<file path="config.mk">
export PLATFORM = sky130hd
export DESIGN_NAME = prog_launcher
export DESIGN_NICKNAME = d
export VERILOG_FILES = /design/src/rtl/launcher_pkg.sv /design/src/rtl/sat_counter.sv /design/src/rtl/prog_launcher.sv
export SDC_FILE = /design/constraint.sdc
export NUM_CORES = 1
export LEC_CHECK = 0
export BUFFER_PORTS_ARGS = -buffer_cell sky130_fd_sc_hd__buf_2
export CORE_AREA = 2 2 78 65
export CTS_CLUSTER_DIAMETER = 60
export DETAILED_ROUTE_END_ITERATION = 6
export DIE_AREA = 0 0 80 67
export SYNTH_ARGS = -nofsm -noshare
export SYNTH_HDL_FRONTEND = slang
export SYNTH_SLANG_ARGS = --single-unit
</file>
<file path="constraint.sdc">
create_clock -name Clk -period 4.4 [get_ports Clk]
set_clock_uncertainty 0.1 [all_clocks]
set_input_delay 0.22 -clock Clk [delete_from_list [all_inputs] [get_ports Clk]]
set_output_delay 0.22 -clock Clk [all_outputs]
set_load 0.01 [all_outputs]
</file>
<file path="src/rtl/launcher_pkg.sv">
// Shared types and widths for the program launcher: FSM state encoding,
// counter widths and a saturating-increment helper.
package launcher_pkg;

  localparam int CYC_W  = 16;
  localparam int PIDX_W = 2;
  localparam int SCNT_W = 4;

  typedef enum logic [1:0] {
    IDLE  = 2'd0,
    START = 2'd1,
    RUN   = 2'd2,
    DONE  = 2'd3
  } state_t;

  function automatic logic [CYC_W-1:0] sat_inc(input logic [CYC_W-1:0] v);
    return (v == {CYC_W{1'b1}}) ? v : v + 1'b1;
  endfunction

endpackage

</file>
<file path="src/rtl/sat_counter.sv">
// Up-counter with synchronous clear and enable that sticks at all-ones
// instead of wrapping.
module sat_counter #(
  parameter int W = 16
) (
  input  logic         Clk,
  input  logic         Reset,
  input  logic         Clear,
  input  logic         Enable,
  output logic [W-1:0] Count
);

  always_ff @(posedge Clk) begin
    if (Reset || Clear) begin
      Count <= '0;
    end else if (Enable && (Count != {W{1'b1}})) begin
      Count <= Count + 1'b1;
    end
  end

endmodule

</file>
<file path="src/rtl/prog_launcher.sv">
// Runs NUM_PROGS programs per Go request: strobe Core_Start, count RUN cycles
// until Core_Ack, report each result. Optional watchdog: PROG_LAUNCHER_TIMEOUT_EN.
module prog_launcher
  import launcher_pkg::*;
#(
  parameter int               NUM_PROGS    = 3,
  parameter int               START_CYCLES = 2,
  parameter logic [CYC_W-1:0] TIMEOUT      = 16'd4000
) (
  input  logic              Clk,
  input  logic              Reset,
  input  logic              Go,
  input  logic              Core_Ack,
  output logic              Core_Start,
  output logic              Busy,
  output logic [PIDX_W-1:0] Prog_Idx,
  output logic              Result_Valid,
  output logic [PIDX_W-1:0] Result_Prog,
  output logic [CYC_W-1:0]  Result_Cycles,
  output logic              All_Done,
  output logic              Timeout,
  output state_t            Dbg_State
);

  state_t             state;
  state_t             stateNext;
  logic [SCNT_W-1:0]  startCnt;
  logic [CYC_W-1:0]   cycCnt;
  logic               startDone;
  logic               lastProg;
  logic               limitHit;
  logic               finish;
  logic               coreStartNext;
  logic               busyNext;
  logic               allDoneNext;

  assign startDone = (startCnt == SCNT_W'(START_CYCLES - 1));
  assign lastProg  = (Prog_Idx == PIDX_W'(NUM_PROGS - 1));
  assign finish    = (state == RUN) && (Core_Ack || limitHit);
  assign Dbg_State = state;

`ifdef PROG_LAUNCHER_TIMEOUT_EN
  // At count TIMEOUT-1 the report value (count+1) equals TIMEOUT.
  assign limitHit = (cycCnt == TIMEOUT - 16'd1);

  always_ff @(posedge Clk) begin
    if (Reset) begin
      Timeout <= 1'b0;
    end else if ((state == RUN) && limitHit) begin
      Timeout <= 1'b1;
    end
  end
`else
  logic unusedTimeoutParam;
  assign unusedTimeoutParam = ^TIMEOUT;
  assign limitHit           = 1'b0;
  assign Timeout            = 1'b0;
`endif

  sat_counter #(.W(CYC_W)) u_cycle_counter (
    .Clk    (Clk),
    .Reset  (Reset),
    .Clear  (state != RUN),
    .Enable (state == RUN),
    .Count  (cycCnt)
  );

  // State register
  always_ff @(posedge Clk) begin
    if (Reset) begin
      state <= IDLE;
    end else begin
      state <= stateNext;
    end
  end

  // Next-state logic
  always_comb begin
    stateNext = state;
    case (state)
      IDLE:    if (Go) stateNext = START;
      START:   if (startDone) stateNext = RUN;
      RUN:     if (finish) stateNext = lastProg ? DONE : START;
      DONE:    if (!Go) stateNext = IDLE;
      default: stateNext = IDLE;
    endcase
  end

  // Output decode of the next state, registered below
  always_comb begin
    coreStartNext = (stateNext == START);
    busyNext      = (stateNext == START) || (stateNext == RUN);
    allDoneNext   = (stateNext == DONE);
  end

  always_ff @(posedge Clk) begin
    if (Reset) begin
      Core_Start <= 1'b0;
      Busy       <= 1'b0;
      All_Done   <= 1'b0;
    end else begin
      Core_Start <= coreStartNext;
      Busy       <= busyNext;
      All_Done   <= allDoneNext;
    end
  end

  always_ff @(posedge Clk) begin
    if (Reset || (state != START)) begin
      startCnt <= '0;
    end else if (!startDone) begin
      startCnt <= startCnt + 1'b1;
    end
  end

  always_ff @(posedge Clk) begin
    if (Reset) begin
      Prog_Idx <= '0;
    end else if ((state == IDLE) && Go) begin
      Prog_Idx <= '0;
    end else if (finish && !lastProg) begin
      Prog_Idx <= Prog_Idx + 1'b1;
    end
  end

  // A finish always leaves RUN, so Result_Valid cannot repeat back to back.
  always_ff @(posedge Clk) begin
    if (Reset) begin
      Result_Valid  <= 1'b0;
      Result_Prog   <= '0;
      Result_Cycles <= '0;
    end else begin
      Result_Valid <= finish;
      if (finish) begin
        Result_Prog   <= Prog_Idx;
        Result_Cycles <= sat_inc(cycCnt);
      end
    end
  end

endmodule

</file>
==> results of run 1 <==
## cell families (layout without fill, tap and decap cells)
| group | after synthesis | in the layout | share of synthesized area, % |
|---|---|---|---|
| other | 1 | 1 | 0.188 |
| adder cells (fa/ha/maj) | 5 | 5 | 3.14 |
| AND/OR/NAND/NOR | 89 | 89 | 25.3 |
| multiplexers | 4 | 4 | 2.01 |
| flip-flops | 46 | 46 | 46.2 |
| buffers and inverters | 22 | 46 | 4.59 |
| AO/OA/AOI/OAI | 42 | 42 | 14.2 |
| XOR/XNOR | 10 | 10 | 4.40 |
## per-layer routing
layer,up-vias,track usage [%],share of wire [%]
li1,820,-,-
met1,718,24.4,54
met2,28,23.5,41
met3,6,4.74,4.2
met4,0,5.08,1.1
met5,-,0,0
## power groups by stage
stage | combinational [mW] | sequential [mW] | clock (mW)
2_1_floorplan | 0.0269 | 0.439 | 0
3_3_place_gp | 0.0383 | 0.438 | 0
3_5_place_dp | 0.0381 | 0.439 | 0
4_1_cts | 0.0383 | 0.429 | 0.269
5_1_grt | 0.0436 | 0.430 | 0.287
6_report | 0.0380 | 0.429 | 0.259
## state kept, by name, summed over array words and instances (netlist names)
register / flops
Result_Cycles: 16
Dbg_State: 2
All_Done: 1
Result_Prog: 2
Core_Start: 1
u_cycle_counter.Count: 16
startCnt: 4
Busy: 1
Result_Valid: 1
Prog_Idx: 2
## through the flow
step                power [mW]  utilization [%]  cell area (um^2)  hold WS (ns)  worst slack [ns]
floorplan                0.466                -              1990         0.381              2.56
global placement         0.477             47.7              2150         0.341              2.39
detailed placement       0.477             47.7              2150         0.351              2.32
CTS                      0.736             49.8              2250         0.246              2.29
global route             0.761             49.8              2250         0.284              2.11
finish                   0.726             49.8              2250         0.251              2.32
## area by class of cell
cell class,instances,area (um^2)
Clock buffer,7,86.3
Multi-Input combinational cell,151,980
Sequential cell,46,921
Tap cell,60,75.1
Inverter,9,33.8
Clock inverter,1,5.00
Timing Repair Buffer,29,145
Fill cell,457,2270
## how the worst max path moves through the flow
stage,to,start,slack [ns]
floorplan,Result_Cycles[1]$_SDFFE_PP0P_,u_cycle_counter.Count[0]$_SDFFE_PP0P_,2.56
global placement,Result_Cycles[1]$_SDFFE_PP0P_,u_cycle_counter.Count[0]$_SDFFE_PP0P_,2.39
detailed placement,Result_Cycles[1]$_SDFFE_PP0P_,u_cycle_counter.Count[0]$_SDFFE_PP0P_,2.32
CTS,Result_Cycles[1]$_SDFFE_PP0P_,u_cycle_counter.Count[0]$_SDFFE_PP0P_,2.29
global route,Result_Cycles[1]$_SDFFE_PP0P_,u_cycle_counter.Count[0]$_SDFFE_PP0P_,2.11
finish,Result_Cycles[1]$_SDFFE_PP0P_,u_cycle_counter.Count[0]$_SDFFE_PP0P_,2.32
## worst register-to-register path: cells and delay by family (launching register included)
| kind | cells | cell delay, ns |
|---|---|---|
| mux | 1 | 0.32 |
| flops | 1 | 0.42 |
| fa+ha+maj | 1 | 0.32 |
| simple gates | 2 | 0.67 |
| compound gates | 1 | 0.10 |
## layout by cell type (no fill, tap or decap), types with 2 or more instances in the layout
cell type	count
a211oi_1	6
nor3b_1	3
nand3b_1	7
buf_2	29
nand2_1	13
dfxtp_1	46
or3b_2	2
nand4_2	3
nand4_1	2
a311oi_1	2
a21oi_1	12
clkbuf_8	6
mux2i_1	4
inv_1	9
o31ai_1	3
nor4_1	4
a31oi_1	2
nor2_1	29
o21ai_0	8
a211oi_2	2
o21bai_1	2
nor3_1	12
nand3_1	5
xnor2_1	7
xor2_1	3
or2_2	2
ha_1	5
==> flow_results.org, run 1 <==
** STA
- Setup TNS after final layout :: 0 ns
- The clock period could shrink to 2.08 ns.
- The number of slew-limit violations in the final report is 0.
- In this run the tightest slew margin relative to its limit is 32.9%.
- In the finished design, the share of the clock period the worst path needs comes to 47.3%.
- For this run, the top clock speed supported by timing is 481 MHz.
- Setup violations remaining at the end of the flow were counted as 0.
- Setup repair after global routing left no endpoint under its margin.
- Final-report hold violation count :: 0
- At the pin with the least slew margin, the transition time is 1.00 ns.

** Critical path
- R2R depth :: 5
- The setup check on the worst reg-to-reg path leaves a slack of 2.32 ns.
- In this design, the stage delay of the slowest critical-path cell is 0.50 ns.
- In this run the number of cells on the critical path is 5.
- In this run the critical register-to-register path is launched from u_cycle_counter.Count[0]$_SDFFE_PP0P_.
- The critical path contains buffers and inverters numbering 0 combined.
- Required arrival time at the worst endpoint :: 4.45 ns
- Gate family responsible for the most delay along the worst path :: simple AND/OR/NAND/NOR gates
- Class of the most critical setup path :: reg2reg
- STA classifies the critical path startpoint as a register.
- Largest fanout on the critical path :: 10
- The endpoint identified for the worst register-to-register timing path is Result_Cycles[1]$_SDFFE_PP0P_.
- Critical-path cell list :: ha_1 > nand3_4 > nor4_4 > mux2i_1 > a211oi_2
- STA classifies the critical path endpoint as a register.
- The largest individual stage delay along the critical path comes from the cell nor4_4.
- STA puts the critical path data arrival time at 2.13 ns.

** Hold path
- The worst hold path passes through 2 cells.
- For hold timing, the worst endpoint is Busy$_SDFF_PP0_.
- The min-delay analysis places its worst path in the category in2reg.
- Worst Hold Launch :: Reset

** Yosys
- Sorting the synthesized cells by area gives the leading types as dfxtp_1, nor2_1, ha_1.
- Yosys mapped the design onto 41 distinct sky130hd cell types.
- Yosys synthesis warning count :: 0
- In the synthesized netlist the async set-or-reset flop fraction comes to 0%.
- Most instantiated library cell after synthesis :: dfxtp_1
- In this run the cell area of the synthesized design comes to 1990 um^2.
- In this run, synthesis inferred 0 flip-flops with an integrated enable.
- The number of nets handed over by synthesis was 228.
- Number of register bits inferred by synthesis :: 46
- Commonest cells in the synthesized netlist :: dfxtp_1, nor2_1, nand2_1, a21oi_1, nor3_1
- Fraction of synthesized cell area taken by the top area cell type :: 46.2%
- Mean Syn Cell Area :: 9.10 um^2
- Mapped Cells :: 219
- dfxtp_1 takes more of the synthesized area than any other cell.
- Top FF cell, synth :: dfxtp_1
- Sequential element share of the synthesized area :: 46.2%

** Job
- Max-Cap Viols :: 0

** Routing
- Via total after detailed routing :: 1572
- After detailed routing, the average wire length per cell comes to 13.3 um.
- Once detail routing completed, the nets flagged for antenna violations numbered 0.
- The pre-antenna-repair detailed-routing pass consisted of 4 iterations.
- In the routed layout, each cell is associated on average with a via count of 5.19.
- For this run, design rule violations remaining after detail routing come to 0.
- Wires add up to 4.03 mm.
- The first routing iteration left 91 violations.

** Clock network
- Buffers inserted to repair hold after CTS numbered 0.
- Clock Pin Slew Worst Setup and Hold Paths :: 0.08 ns
- TritonCTS built the clock tree.
- Post-CTS Setup Repair Bufs :: 0
- The clock reaches the later pin of the worst-skew pair after 0.29 ns.
- Clock tree synthesis inserted a total of 5 buffers.
- Number of H-tree levels :: 2
- Number of cells upsized or downsized after cts :: 0
- Maximum buffer depth of the clock tree :: 2
- Clock root buffer :: clkbuf_8
- CTS saw 46 sinks.

** Placed design
- Instance count after placement with tap cells included :: 295
- At the end of routability-driven placement, the weighted congestion stood at 0.759.
- Number of buffers added on ports :: 29
- The HPWL after detailed placement is 2.87 mm.

** Pwr
- Switching power summed over all nets :: 161 uW
- Combinational logic burns 5.2% of the power.
- Leakage :: 0.835 nW
- Clock power share :: 35.7%
- Net switching is 22.1% of the power.
- Portion of total power attributed to sequential cells :: 59.0%
- Power spread over the standard cell area amounts to 323 nW/um^2.
- VDD sags by at most 212 uV.
- Cell-internal power :: 565 uW

** Floorplan
- Die outline height :: 67 um
- Initial Utilization :: 44.1%
- # rows :: 22
- For this design the top-level I/O count stands at 31.
- The floorplan step defined a die boundary enclosing 5360 um^2.
- Horizontal die dimension :: 80 um
- The core region is 4510 um^2.

** Cells and area
- Area growth from synthesis to final layout :: 12.8%
- The repair_antennas step left the layout with diodes totalling 0.
- Number of cells in the finished layout apart from fillers :: 303
- Of the cells placed in the final design, the portion with a size suffix greater than 1 is 20.6%.
- Number of nets in the layout :: 251

** GRT
- Global routing finished with a remaining overflow of 0.
- The first global-routing pass estimated 6.84 mm of wire.
- Initial antenna violation count :: 0
- The number of global-route vias before repair was 1412.
- Across every metal layer, demand over resource in global routing totals 16.7%.
- Entering global routing, the biggest net connects 29 pins.

** Outcome
- Result of the run :: finished, final reports clean
Note: power is estimated with default switching activity, not from simulation.
==> run 2: changes to the inputs <==
clock period = 2 ns   (was 4.4 ns; I/O delays follow)
==> flow_results.org, run 2 (synthesis gave the netlist of run 1 again) <==
** Routing
- DR WL/cell :: 13.9 um (+4.7%)
- Overall routed net length :: 4.43 mm (+9.9%)
- The first-iteration detailed-routing DRC count came to 73 (-20%).
- The total number of vias came to 1691 (+7.6%).
- First-pass iteration count of the detailed router :: 4 (unchanged)
- The average via count per standard cell was 5.32 (+2.5%).
- The count of nets left with antenna violations after detail routing is 0 (unchanged).
- The DRC violations left came to 0 (unchanged).

** STA
- Final setup margin :: 0.0840 ns (-2.24 ns)
- Fin crit share :: 95.8% (+49 points)
- The maximum achievable frequency was 522 MHz (+8.5%).
- Transition time of the tightest slew-check pin :: 0.549 ns (-0.452 ns)
- Setup repair after global routing left no endpoint under its margin.
- Final setup violation count :: 0 (unchanged)
- The time the final worst path needs with I/O delays and setup is 1.92 ns (-0.164 ns).
- The number of slew-limit violations in the final report was 0 (unchanged).
- Final-report hold violation count :: 0 (unchanged)
- Max-slew headroom at the worst pin :: 63.3% (+30 points)

** Cells and area
- The share of layout cells above drive strength 1 was 26.4% (+5.8 points).
- The area of all placed cells without fillers was 2370 um^2 (+5.5%).
- Antenna fix cells :: 0 (unchanged)
- Compared with the post-synthesis result, the final layout area differs by 19.0%.
- Leading cell type in the layout, fill and taps excluded :: dfxtp_1
- Number of nets in the layout :: 266 (+6.0%)
- Leaving out fill and tap cells, the most frequent cells in the layout are dfxtp_1, nor2_1, buf_2, buf_4, nand2_1.
- In the final layout, the registers with the most flip-flops are Result_Cycles (16), u_cycle_counter.Count (16), startCnt (4).
- The final core area utilization was 52.5% (+2.7 points).

** Clock network
- TritonCTS built the clock tree.
- In this run the clock root is driven by a clkbuf_8.
- The hold buffer count at cts is 0 (unchanged).
- Total CTS buffers :: 5 (unchanged)
- The clock transition at the registers of the reported paths came to 0.08 ns (about the same).
- The clock net sink count came to 46 (unchanged).
- Maximum buffer depth of the clock tree :: 2 (unchanged)
- Clock insertion delay at the later pin of the skew report :: 0.30 ns (about the same)
- Number of H-tree levels :: 2 (unchanged)

** Critical path
- The worst reg-to-reg setup slack is 0.08 ns (-2.24 ns).
- Largest fanout on the critical path :: 4 (-6)
- The slowest stage of the critical path is the dfxtp_1 cell.
- The worst endpoint data arrival time was 1.99 ns (-0.14 ns).
- The maximum single-stage delay on the critical path came to 0.41 ns (-0.09 ns).
- In this run the critical register-to-register path is launched from u_cycle_counter.Count[1]$_SDFFE_PP0P_.
- Class of the most critical setup path :: reg2reg
- The worst reg-to-reg path cell count came to 6 (+1).
- Crit start category :: register
- The endpoint identified for the worst register-to-register timing path is Result_Cycles[0]$_SDFFE_PP0P_.
- Traced cell by cell, the critical path runs through ha_1 > nand3_4 > nor4_4 > buf_4 > xor2_1 > o21ai_0.
- Crit end category :: register
- Required arrival time at the worst endpoint :: 2.07 ns (-2.38 ns)

** GRT
- Overall routing resource usage :: 17.4% (+0.66 points)
- Grt ovf :: 0 (unchanged)
- The initial antenna violation count was 0 (unchanged).
- Met2 track demand over resource :: 26.4% (+2.8 points)
- The maximum number of pins on one net before global-route repair came to 28 (-3.4%).
- The first-pass GRT wire length came to 7.17 mm (+4.9%).
- Via count of the first global-routing pass :: 1501 (+6.3%)
- Met1 Usage GRT :: 24.7% (+0.25 points)
- Met3 demand-to-capacity share in global routing :: 4.20% (-0.54 points)
- Top Usage Layer GRT :: met2

** Placed design
- The global placement routability congestion was 0.820 (+8.1%).
- DPL Wire Length :: 3.18 mm (+11%)
- Number of buffers added on ports :: 29 (unchanged)
- Setup slack after placement :: -0.0128 ns (-2.33 ns)
- The post-detailed-placement cell area was 2260 um^2 (+4.9%).

** Hold path
- The hold path depth is 5 (+3).
- Worst Hold Launch :: Go
- Hold crit path type :: in2reg
- The worst hold path terminates at Dbg_State[1]$_SDFF_PP0_.

** Floorplan
- Area of the die :: 5360 um^2 (unchanged)
- Initial Utilization :: 44.1% (unchanged)
- The width of the die is 80 um (unchanged).
- Core Footprint :: 4510 um^2 (unchanged)
- # rows :: 22 (unchanged)
- The die height is 67 um (unchanged).
- I/O pin cnt :: 31 (unchanged)

** Outcome
- Result of the run :: finished, final reports clean

** Pwr
- Pwr per Cell Area :: 689 nW/um^2 (+110%)
- Leakage :: 0.911 nW (+9.1%)
- The worst supply voltage drop on vdd came to 458 uV (+120%).

** Job
- Max-Cap Viols :: 0 (unchanged)
[run 2: per-layer routing]
layer | vias up | wire (um)
met5 | - | 0
met4 | 0 | 42
met3 | 5 | 220
met2 | 40 | 1900
met1 | 799 | 2260
li1 | 847 | -
[run 2: final cells by class]
cell class                      count  area, um^2
Multi-Input combinational cell    151         986
Tap cell                           60        75.1
Inverter                            9        33.8
Sequential cell                    46         922
Clock inverter                      2        12.5
Fill cell                         448        2140
Clock buffer                        6        82.6
Timing Repair Buffer               44         258
[run 2: worst max-delay path, delay by kind of cell, from the launching register on]
| family | cells | cell delay [ns] |
|---|---|---|
| AO/OA/AOI/OAI | 1 | 0.14 |
| AND/OR/NAND/NOR | 2 | 0.46 |
| adder cells (fa/ha/maj) | 1 | 0.24 |
| flip-flops | 1 | 0.41 |
| XOR/XNOR | 1 | 0.27 |
| buffers and inverters | 1 | 0.18 |
[run 2: what timing repair did]
action	4_1_cts	5_1_grt
pin swaps	1	1
resized for setup	0	2
setup endpoints to repair	1	4
buffers inserted	0	1
[run 2: how the worst max path moves through the flow]
| stage | slack, ns | to | startpoint | cells past startpoint |
|---|---|---|---|---|
| finish | 0.08 | Result_Cycles[0]$_SDFFE_PP0P_ | u_cycle_counter.Count[1]$_SDFFE_PP0P_ | 6 |
| global route | 0.003 | Result_Cycles[4]$_SDFFE_PP0P_ | u_cycle_counter.Count[1]$_SDFFE_PP0P_ | 5 |
| CTS | 0.03 | Result_Cycles[0]$_SDFFE_PP0P_ | u_cycle_counter.Count[11]$_SDFFE_PP0P_ | 5 |
| detailed placement | -0.01 | Result_Cycles[0]$_SDFFE_PP0P_ | u_cycle_counter.Count[1]$_SDFFE_PP0P_ | 6 |
| global placement | 0.05 | Result_Cycles[0]$_SDFFE_PP0P_ | u_cycle_counter.Count[1]$_SDFFE_PP0P_ | 6 |
| floorplan | 0.16 | Result_Cycles[1]$_SDFFE_PP0P_ | u_cycle_counter.Count[0]$_SDFFE_PP0P_ | 5 |
[run 2: per-stage QoR]
| step | TNS (ns) | cells | hold slack, ns | power (mW) |
|---|---|---|---|---|
| floorplan | 0 | 219 | 0.294 | 1.02 |
| global placement | 0 | 309 | 0.340 | 1.06 |
| detailed placement | -0.0128 | 309 | 0.357 | 1.06 |
| CTS | 0 | 317 | 0.156 | 1.65 |
| global route | 0 | 318 | 0.212 | 1.70 |
| finish | 0 | 318 | 0.158 | 1.63 |
[run 2: power breakdown]
group | total [mW] | internal (mW) | switching (mW)
Sequential | 0.940 | 0.930 | 0.00965
Combinational | 0.0973 | 0.0426 | 0.0547
Clock | 0.596 | 0.278 | 0.318
